## config.mk

```make
export PLATFORM = sky130hd
export DESIGN_NAME = gray_mem_arbiter
export DESIGN_NICKNAME = d
export VERILOG_FILES = /design/src/rtl/gray_arb_pkg.sv /design/src/rtl/gray_arb_tag_pipe.sv /design/src/rtl/gray_mem_arbiter.sv
export SDC_FILE = /design/constraint.sdc
export NUM_CORES = 1
export LEC_CHECK = 0
export CORE_UTILIZATION = 23
export DETAILED_ROUTE_END_ITERATION = 12
export GPL_TIMING_DRIVEN = 0
export PLACE_DENSITY_LB_ADDON = 0.08
export SLEW_MARGIN = 5
export SYNTH_ARGS = -nofsm -noshare
export SYNTH_HDL_FRONTEND = slang
export SYNTH_SLANG_ARGS = --single-unit
```

## constraint.sdc

```tcl
create_clock -name clk -period 1.5 [get_ports clk]
set_input_delay 0.225 -clock clk [delete_from_list [all_inputs] [get_ports clk]]
set_output_delay 0.225 -clock clk [all_outputs]
set_load 0.05 [all_outputs]
```

## src/rtl/gray_arb_pkg.sv

```systemverilog
// ============================================================================
// gray_arb_pkg : shared constants and tag type for the gray-image arbiter
// Revision     : 1.0
// ============================================================================
`default_nettype none

package gray_arb_pkg;

  localparam int ADDR_WIDTH = 14;   // {row[6:0], col[6:0]}
  localparam int DATA_WIDTH = 8;
  localparam int IMG_WIDTH  = 128;

  localparam logic PORT0 = 1'b0;
  localparam logic PORT1 = 1'b1;

  typedef struct packed {
    logic valid;
    logic port;
  } tag_t;

endpackage

`default_nettype wire

```

## src/rtl/gray_arb_tag_pipe.sv

```systemverilog
// ============================================================================
// gray_arb_tag_pipe : MEM_LAT-deep {valid, port} shift register tracking
//                     outstanding SRAM reads, with per-port in-flight flags
// Revision          : 1.0
// ============================================================================
`default_nettype none

module gray_arb_tag_pipe
  import gray_arb_pkg::*;
#(
  parameter int MEM_LAT = 1
) (
  input  logic       clk,
  input  logic       reset,
  input  logic       in_valid,
  input  logic       in_port,
  output logic       out_valid,
  output logic       out_port,
  output logic [1:0] in_flight
);

  tag_t stage [MEM_LAT];

  always_ff @(posedge clk or posedge reset) begin
    if (reset) begin
      for (int i = 0; i < MEM_LAT; i++) begin
        stage[i] <= '0;
      end
    end else begin
      stage[0] <= '{valid: in_valid, port: in_port};
      for (int i = 1; i < MEM_LAT; i++) begin
        stage[i] <= stage[i-1];
      end
    end
  end

  // The last stage counts as in flight too, so a port is never re-granted
  // in the same cycle its ready pulses.
  always_comb begin
    in_flight = 2'b00;
    for (int i = 0; i < MEM_LAT; i++) begin
      if (stage[i].valid) begin
        in_flight[stage[i].port] = 1'b1;
      end
    end
  end

  assign out_valid = stage[MEM_LAT-1].valid;
  assign out_port  = stage[MEM_LAT-1].port;

endmodule

`default_nettype wire

```

## src/rtl/gray_mem_arbiter.sv

```systemverilog
// ============================================================================
// gray_mem_arbiter : two-port round-robin read arbiter in front of a shared
//                    single-port gray-image SRAM. Optional grant counters
//                    are built when GRAY_ARB_STATS_EN is defined.
// Revision         : 1.0
// ============================================================================
`default_nettype none

module gray_mem_arbiter
  import gray_arb_pkg::*;
#(
  parameter int ADDR_WIDTH = gray_arb_pkg::ADDR_WIDTH,
  parameter int DATA_WIDTH = gray_arb_pkg::DATA_WIDTH,
  parameter int MEM_LAT    = 1
`ifdef GRAY_ARB_STATS_EN
  , parameter int CNT_WIDTH = 16
`endif
) (
  input  logic                  clk,
  input  logic                  reset,
  input  logic                  req0,
  input  logic                  req1,
  input  logic [ADDR_WIDTH-1:0] addr0,
  input  logic [ADDR_WIDTH-1:0] addr1,
  output logic                  ready0,
  output logic                  ready1,
  output logic [DATA_WIDTH-1:0] data0,
  output logic [DATA_WIDTH-1:0] data1,
  output logic                  mem_ce,
  output logic [ADDR_WIDTH-1:0] mem_addr,
  input  logic [DATA_WIDTH-1:0] mem_q
`ifdef GRAY_ARB_STATS_EN
  , output logic [CNT_WIDTH-1:0] gnt_cnt0
  , output logic [CNT_WIDTH-1:0] gnt_cnt1
`endif
);

  logic       prio;
  logic [1:0] in_flight;
  logic [1:0] eligible;
  logic       grant;
  logic       gnt_port;
  logic       out_valid;
  logic       out_port;

  always_comb begin
    eligible = {req1 & ~in_flight[1], req0 & ~in_flight[0]};
    grant    = (|eligible) & ~reset;
    case (eligible)
      2'b11:   gnt_port = prio;
      2'b10:   gnt_port = PORT1;
      default: gnt_port = PORT0;
    endcase
  end

  assign mem_ce   = grant;
  assign mem_addr = !grant ? '0 : ((gnt_port == PORT1) ? addr1 : addr0);

  // Pointer always moves to the loser, including single-port grants.
  always_ff @(posedge clk or posedge reset) begin
    if (reset) begin
      prio <= PORT0;
    end else if (grant) begin
      prio <= ~gnt_port;
    end
  end

  gray_arb_tag_pipe #(
    .MEM_LAT (MEM_LAT)
  ) u_tag_pipe (
    .clk       (clk),
    .reset     (reset),
    .in_valid  (grant),
    .in_port   (gnt_port),
    .out_valid (out_valid),
    .out_port  (out_port),
    .in_flight (in_flight)
  );

  assign ready0 = out_valid & (out_port == PORT0);
  assign ready1 = out_valid & (out_port == PORT1);
  assign data0  = mem_q;
  assign data1  = mem_q;

`ifdef GRAY_ARB_STATS_EN
  always_ff @(posedge clk or posedge reset) begin
    if (reset) begin
      gnt_cnt0 <= '0;
      gnt_cnt1 <= '0;
    end else if (grant) begin
      if (gnt_port == PORT0 && gnt_cnt0 != '1) gnt_cnt0 <= gnt_cnt0 + 1'b1;
      if (gnt_port == PORT1 && gnt_cnt1 != '1) gnt_cnt1 <= gnt_cnt1 + 1'b1;
    end
  end
`endif

endmodule

`default_nettype wire

```

* Word-level counts from Yosys, hierarchy flattened *
Cells that the tools add are included.

word-level totals
  flip-flop bits (word level) = 3
  input port bits = 40
  output and inout bits = 33
  word-level logic and storage cells = 25

operators by class
  magnitude comparators = 2
  equality and inequality tests = 2
  mux-type cells = 6
  bitwise logic cells = 10
  reductions and logical operators = 2

operator list
  cell                                                      count
  2-to-1 mux 14 bit                                         2
  bitwise AND 1 bit                                         5
  inverter 1 bit                                            5
  equality test 2 bit, second input constant                2
  < comparator 1 x 2 -> 1 bit, second input constant        1
  2-to-1 mux 2 bit                                          1
  case mux 1 bit (2 select lines)                           1
  OR reduction 2 bit                                        1
  demux 1 bit (select 1 bit)                                1
  greater-or-equal comparator 1 bit, second input constant  1
  logical AND 1 bit                                         1
  2-to-1 mux 1 bit                                          1

* Longest topological paths before layout *
  depth after elaboration = 11
  mapped depth = 5
  mapped depth without buffers = 3

* Modules after synthesis *
From an unflattened synthesis, not the netlist that was laid out.

second synthesis, totals
  cells, all modules = 84
  area, all modules = 600.6 um^2

modules (own cells, without submodules)
  module             instances  cells an instance  area an instance (um^2)  sequential area each (um^2)
  gray_mem_arbiter   1          79                 530.5                    25.0
  gray_arb_tag_pipe  1          5                  70.1                     50.0

* Least setup slack after synthesis *
No wires, ideal clock.

  path type = register -> output
  from = register u_tag_pipe.stage (netlist bit u_tag_pipe.out_valid)
  to = output mem_addr[8]
  data arrival time = 1776 ps
  data required time = 1275 ps
  setup slack = -501 ps
  cell stages (with the launch flop) = 5
  path buffers = 1
  cells stage by stage = dfrtp_1 -> a21boi_1 -> buf_2 -> nand3_1 -> a21oi_1

on the way
  cells in the longest elaborated chain, start to end = 7
  elaborated cells between the ends (all ways) = 12
  classes of those cells = eq/ne: 2; mux: 4; bitwise: 5; reduce/logical: 1

RTL lines
  element                          RTL line                 RTL
  start, declared                  gray_arb_tag_pipe.sv:22  tag_t stage [MEM_LAT];
  start signal, assigned by index  gray_arb_tag_pipe.sv:32  stage[i] <= stage[i-1];
  2-to-1 mux 2 bit *               gray_arb_tag_pipe.sv:42  if (stage[i].valid) begin
  inverter 1 bit                   gray_mem_arbiter.sv:47   eligible = {req1 & ~in_flight[1], req0 & ~in_flight[0]};
  bitwise AND 1 bit                gray_mem_arbiter.sv:47
  equality test 2 bit              gray_mem_arbiter.sv:49   case (eligible)
  case mux 1 bit (2 select lines)  gray_mem_arbiter.sv:49
  2-to-1 mux 14 bit                gray_mem_arbiter.sv:57   assign mem_addr = !grant ? '0 : ((gnt_port == PORT1) ? addr1 : addr0);
  2-to-1 mux 14 bit *              gray_mem_arbiter.sv:57
  end, declared                    gray_mem_arbiter.sv:30   output logic [ADDR_WIDTH-1:0] mem_addr,

Every way passes the cells marked *; elsewhere a longest branch is shown, timed or not.

* Final worst setup path *
  from = register u_tag_pipe.stage (netlist bit u_tag_pipe.out_port)
  to = output mem_addr[1]

on the way
  cells in the longest elaborated chain, start to end = 11
  elaborated cells between the ends (all ways) = 17
  classes of those cells = order compare: 2; eq/ne: 2; mux: 6; bitwise: 5; reduce/logical: 2

RTL lines
  element                                                                                                 RTL line                 RTL
  < comparator 1 x 2 -> 1 bit (implied by the code) or greater-or-equal comparator 1 bit (tied branches)  gray_arb_tag_pipe.sv:43  in_flight[stage[i].port] = 1'b1;
  logical AND 1 bit (implied by the code)                                                                 gray_arb_tag_pipe.sv:43
  2-to-1 mux 1 bit (implied by the code)                                                                  gray_arb_tag_pipe.sv:43
  demux 1 bit (select 1 bit) *                                                                            --
  2-to-1 mux 2 bit *                                                                                      gray_arb_tag_pipe.sv:42
  inverter 1 bit                                                                                          gray_mem_arbiter.sv:47
  bitwise AND 1 bit                                                                                       gray_mem_arbiter.sv:47
  equality test 2 bit                                                                                     gray_mem_arbiter.sv:49
  case mux 1 bit (2 select lines)                                                                         gray_mem_arbiter.sv:49
  2-to-1 mux 14 bit                                                                                       gray_mem_arbiter.sv:57
  2-to-1 mux 14 bit *                                                                                     gray_mem_arbiter.sv:57

Marked as above.

==> results <==
- The remaining antenna violation count after routing is 0.
- The power per unit of standard cell area is 616 nW/µm².
- For the pin with the worst max-slew slack, the measured transition is 503 ps.
- The number of clock sinks is 3.
- The register clock-pin slew on the reported worst setup and hold paths is 40 ps.
- Ranked by total cell area, the synthesized netlist is headed by buf_4, a21oi_2, dfrtp_1, nand3_1, o21ai_0.
- The biggest area contributor in the post-synthesis netlist is buf_4.
- The initial antenna violation count is 0.
- The finished cells cover 1680 µm².
- The mux contribution to synthesized area is 3.49%.
- The die height is 51.9 µm.
- The library cell used as clock root buffer is clkbuf_4.
- The first routing iteration left 5 violations.
- The insertion delay of the later-clocked pin in the worst-skew pair is 240 ps.
- The leftover overflow at the end of global routing is 0.
- The number of CTS-inserted buffers is 3.
- The level count of the clock H-tree is 1.
- The placed instances occupy a cell area of 1360 µm².
- The final worst setup slack is -329 ps.
- Across the routed clock network, the largest skew measured is 1.79 ps.
- The synthesized netlist devotes 0% of its cell area to XOR and XNOR gates.
- At the worst endpoint, the required time is 1270 ps.
- The path type of the worst min-delay path is in -> async.
- The routed via count divided by cell count is 4.67.
- The floorplan row count is 17.
- Hold repair after CTS inserted 0 buffers.
- Yosys mapped the design onto 20 distinct sky130hd cell types.
- In this run the count of I/O pins placed on the die edge is 73.
- The capture point of the worst reg-to-reg path is prio$_DFFE_PP0P_.
- In this run the register-to-register setup slack is 80 ps.
- Summed over all failing endpoints, the final setup total negative slack is -4790 ps.
- The checks that failed: negative setup slack.
- Once detailed placement completed, the half-perimeter wirelength came to 1690 µm.
- The dominant combinational cell family by area after synthesis is compound AO/OA/AOI/OAI gates.
- For the worst setup path, the data arrival time is 1600 ps.
- The relative slew slack is 66.4%.
- The number of nets handed over by synthesis was 121.
- A synthesized cell averages 7.07 µm².
- The post-route total power is 1.03 mW.
- The critical path in this run is classified as reg -> out.
- The post-synthesis cell count is 81.
- The tool flagged a number of max-cap violations equal to 0.
- The final layout contains 197 nets.
- The final critical delay including setup and external delays is 1830 ps.
- The maximum clock frequency is 0.547 GHz.
- The final number of max-transition violations is 0.
- The post-synthesis share of cell area spent on and, or, nand and nor gates is 19.4%.
- The proportion of netlist area held by the largest area contributor is 21.0%.
- Yosys printed 0 warnings.
- Setup repair after global routing could not meet its margin everywhere.
- STA classifies the critical path endpoint as an output pin.
- The fraction of the cycle the final worst path needs is 122%.
- The number of buffers on the longest clock path is 2.
- Setup violations remaining at the end of the flow were counted as 15.
- The largest net degree at the start of global routing is 11.
- The final routed wire length divided by cell count is 13.3 µm.
- In this run the worst path has a maximum fanout of 5.
- The via count is 859.
- The post-route DRC violation count is 0.
- Timing analysis after detailed placement gives a worst setup slack of -1260 ps.
- The cell area that synthesis handed to floorplanning was 573 µm².
- The die extent in x is 51.9 µm.
- For this block, the routed nets add up to 2440 µm of wire.
- The number of detailed-route iterations in the first pass is 3.
- The final weighted congestion in routability-driven placement is 0.596.
- Counting flops and latches in the post-synthesis netlist gives 3.
- The synthesized netlist devotes 35.2% of its cell area to compound gates.
- The count of buffers added on input and output ports is 64.
- The initial cell density of the core is 25.2%.
- The number of endpoints with negative hold slack in the final report is 0.
- The critical register-to-register path startpoint is u_tag_pipe.out_port$_DFF_PP0_.
- The worst-case IR drop observed on VDD is 0.465 mV.
- After floorplanning, the core was sized to cover 2280 µm².
- Tracing the worst setup path back leads to its startpoint at u_tag_pipe.out_port$_DFF_PP0_.
- The wire length of the first global-routing pass is 3560 µm.
- In the final layout, the share of cells above drive strength 1 is 57.1%.
- For the worst flop-to-flop path, the logic depth is 5.
- For this design the static power due to leakage is 0.657 nW.
- The critical path startpoint category is a flip-flop.
- The CTS tree is yes.
- The die covers 2700 µm².
- The post-synthesis adder-cell area fraction is 0%.
- Sequential cells were found to cover 13.1% of the synthesized design area.
- The flow ran to the end, but the final reports show violations.
- The worst hold slack across all endpoints is 201 ps.
- The number of global-route vias before repair was 836.
- The number of antenna cells inserted is 0.
- The total routing usage reported by global routing is 18.1%.
- Relative to the synthesized area, the layout overhead comes to 193%.
[worst max path at each step]
stage	endpoint	slack [ps]	cells after the start
floorplan	mem_addr[0]	-140	4
global placement	mem_addr[0]	-1240	6
detailed placement	mem_addr[1]	-1260	6
CTS	mem_addr[1]	-340	5
global route	mem_addr[10]	-400	5
finish	mem_addr[1]	-330	5
[cell type report]
class	instances	area, µm²
flip-flops and latches	3	76.3
plain buffers	21	189
fillers	165	596
clock buffers	4	26.3
multi-input cells	53	598
well taps	28	35.0
repair buffers	72	741
inverters	3	15.0
[layer usage]
metal	GRT usage, %	part of all wire, %	vias to the layer above	wire length (µm)
li1	-	-	421	-
met1	19.1	37	393	913
met2	34.0	54	41	1330
met3	2.34	6.5	4	159
met4	9.46	1.6	0	40
met5	0	0	-	0
[kinds of logic after synthesis]
logic type             after synthesis
AOI/OAI and AO/OA                   31
buffers and inverters               25
and+or+nand+nor                     20
DFF                                  3
muxes                                2
[metrics by stage]
step	util [%]	cells
after floorplan	-	81
after global placement	59.5	173
after detailed placement	59.5	173
after CTS	71.7	184
after global routing	73.8	184
final	73.8	184
[critical path, cell delays in order (launching register included)]
cell and delay (ps):
dfrtp_1 390, mux2i_1 140, a211o_4 390, buf_12 160, a21oi_4 110, buf_6 170
[Yosys cell counts (all sizes together)]
master and n:
buf 20, a21oi 14, nand3 14, o21ai 14
dfrtp 3, inv 3, clkbuf 2, mux2i 2
nor2 2, a211o 1, a21bo 1, a21boi 1
and2 1, nor2b 1, nor3b 1, or3b 1
[power by group]
part | leakage, nW | switching (mW) | internal, mW | total (mW)
clock network | 0.0150 | 0.0461 | 0.100 | 0.146
registers | 0.0346 | 0.0169 | 0.0930 | 0.110
logic | 0.608 | 0.432 | 0.347 | 0.779
[flip-flops by register name, indices dropped and copies added (netlist names)]
signal,flops
prio,1
u_tag_pipe.out_port,1
u_tag_pipe.out_valid,1
[cells in the final DEF (no fill, tap or decap), drive strengths merged]
master         synthesis  final
a21oi                 14     14
clkdlybuf4s15          0      1
buf                   20     45
a211o                  1      1
or3b                   1      1
nor2                   2      2
and2                   1      1
clkinvlp               0      1
inv                    3      2
nand3                 14     14
clkbuf                 2      4
nor3b                  1      1
dlygate4sd2            0      2
o21ai                 14     14
dfrtp                  3      3
nor2b                  1      1
a21boi                 1      1
mux2i                  2      2
a21bo                  1      1
clkdlybuf4s50          0     45
[timing repair]
action	CTS	global route
setup endpoints to repair	17	16
resized for setup	159	11
buffers inserted	7	0
pin swaps	2	0
endpoints found under the hold margin	0	0
gates cloned	1	0
Power figures use the tool's default switching activity.
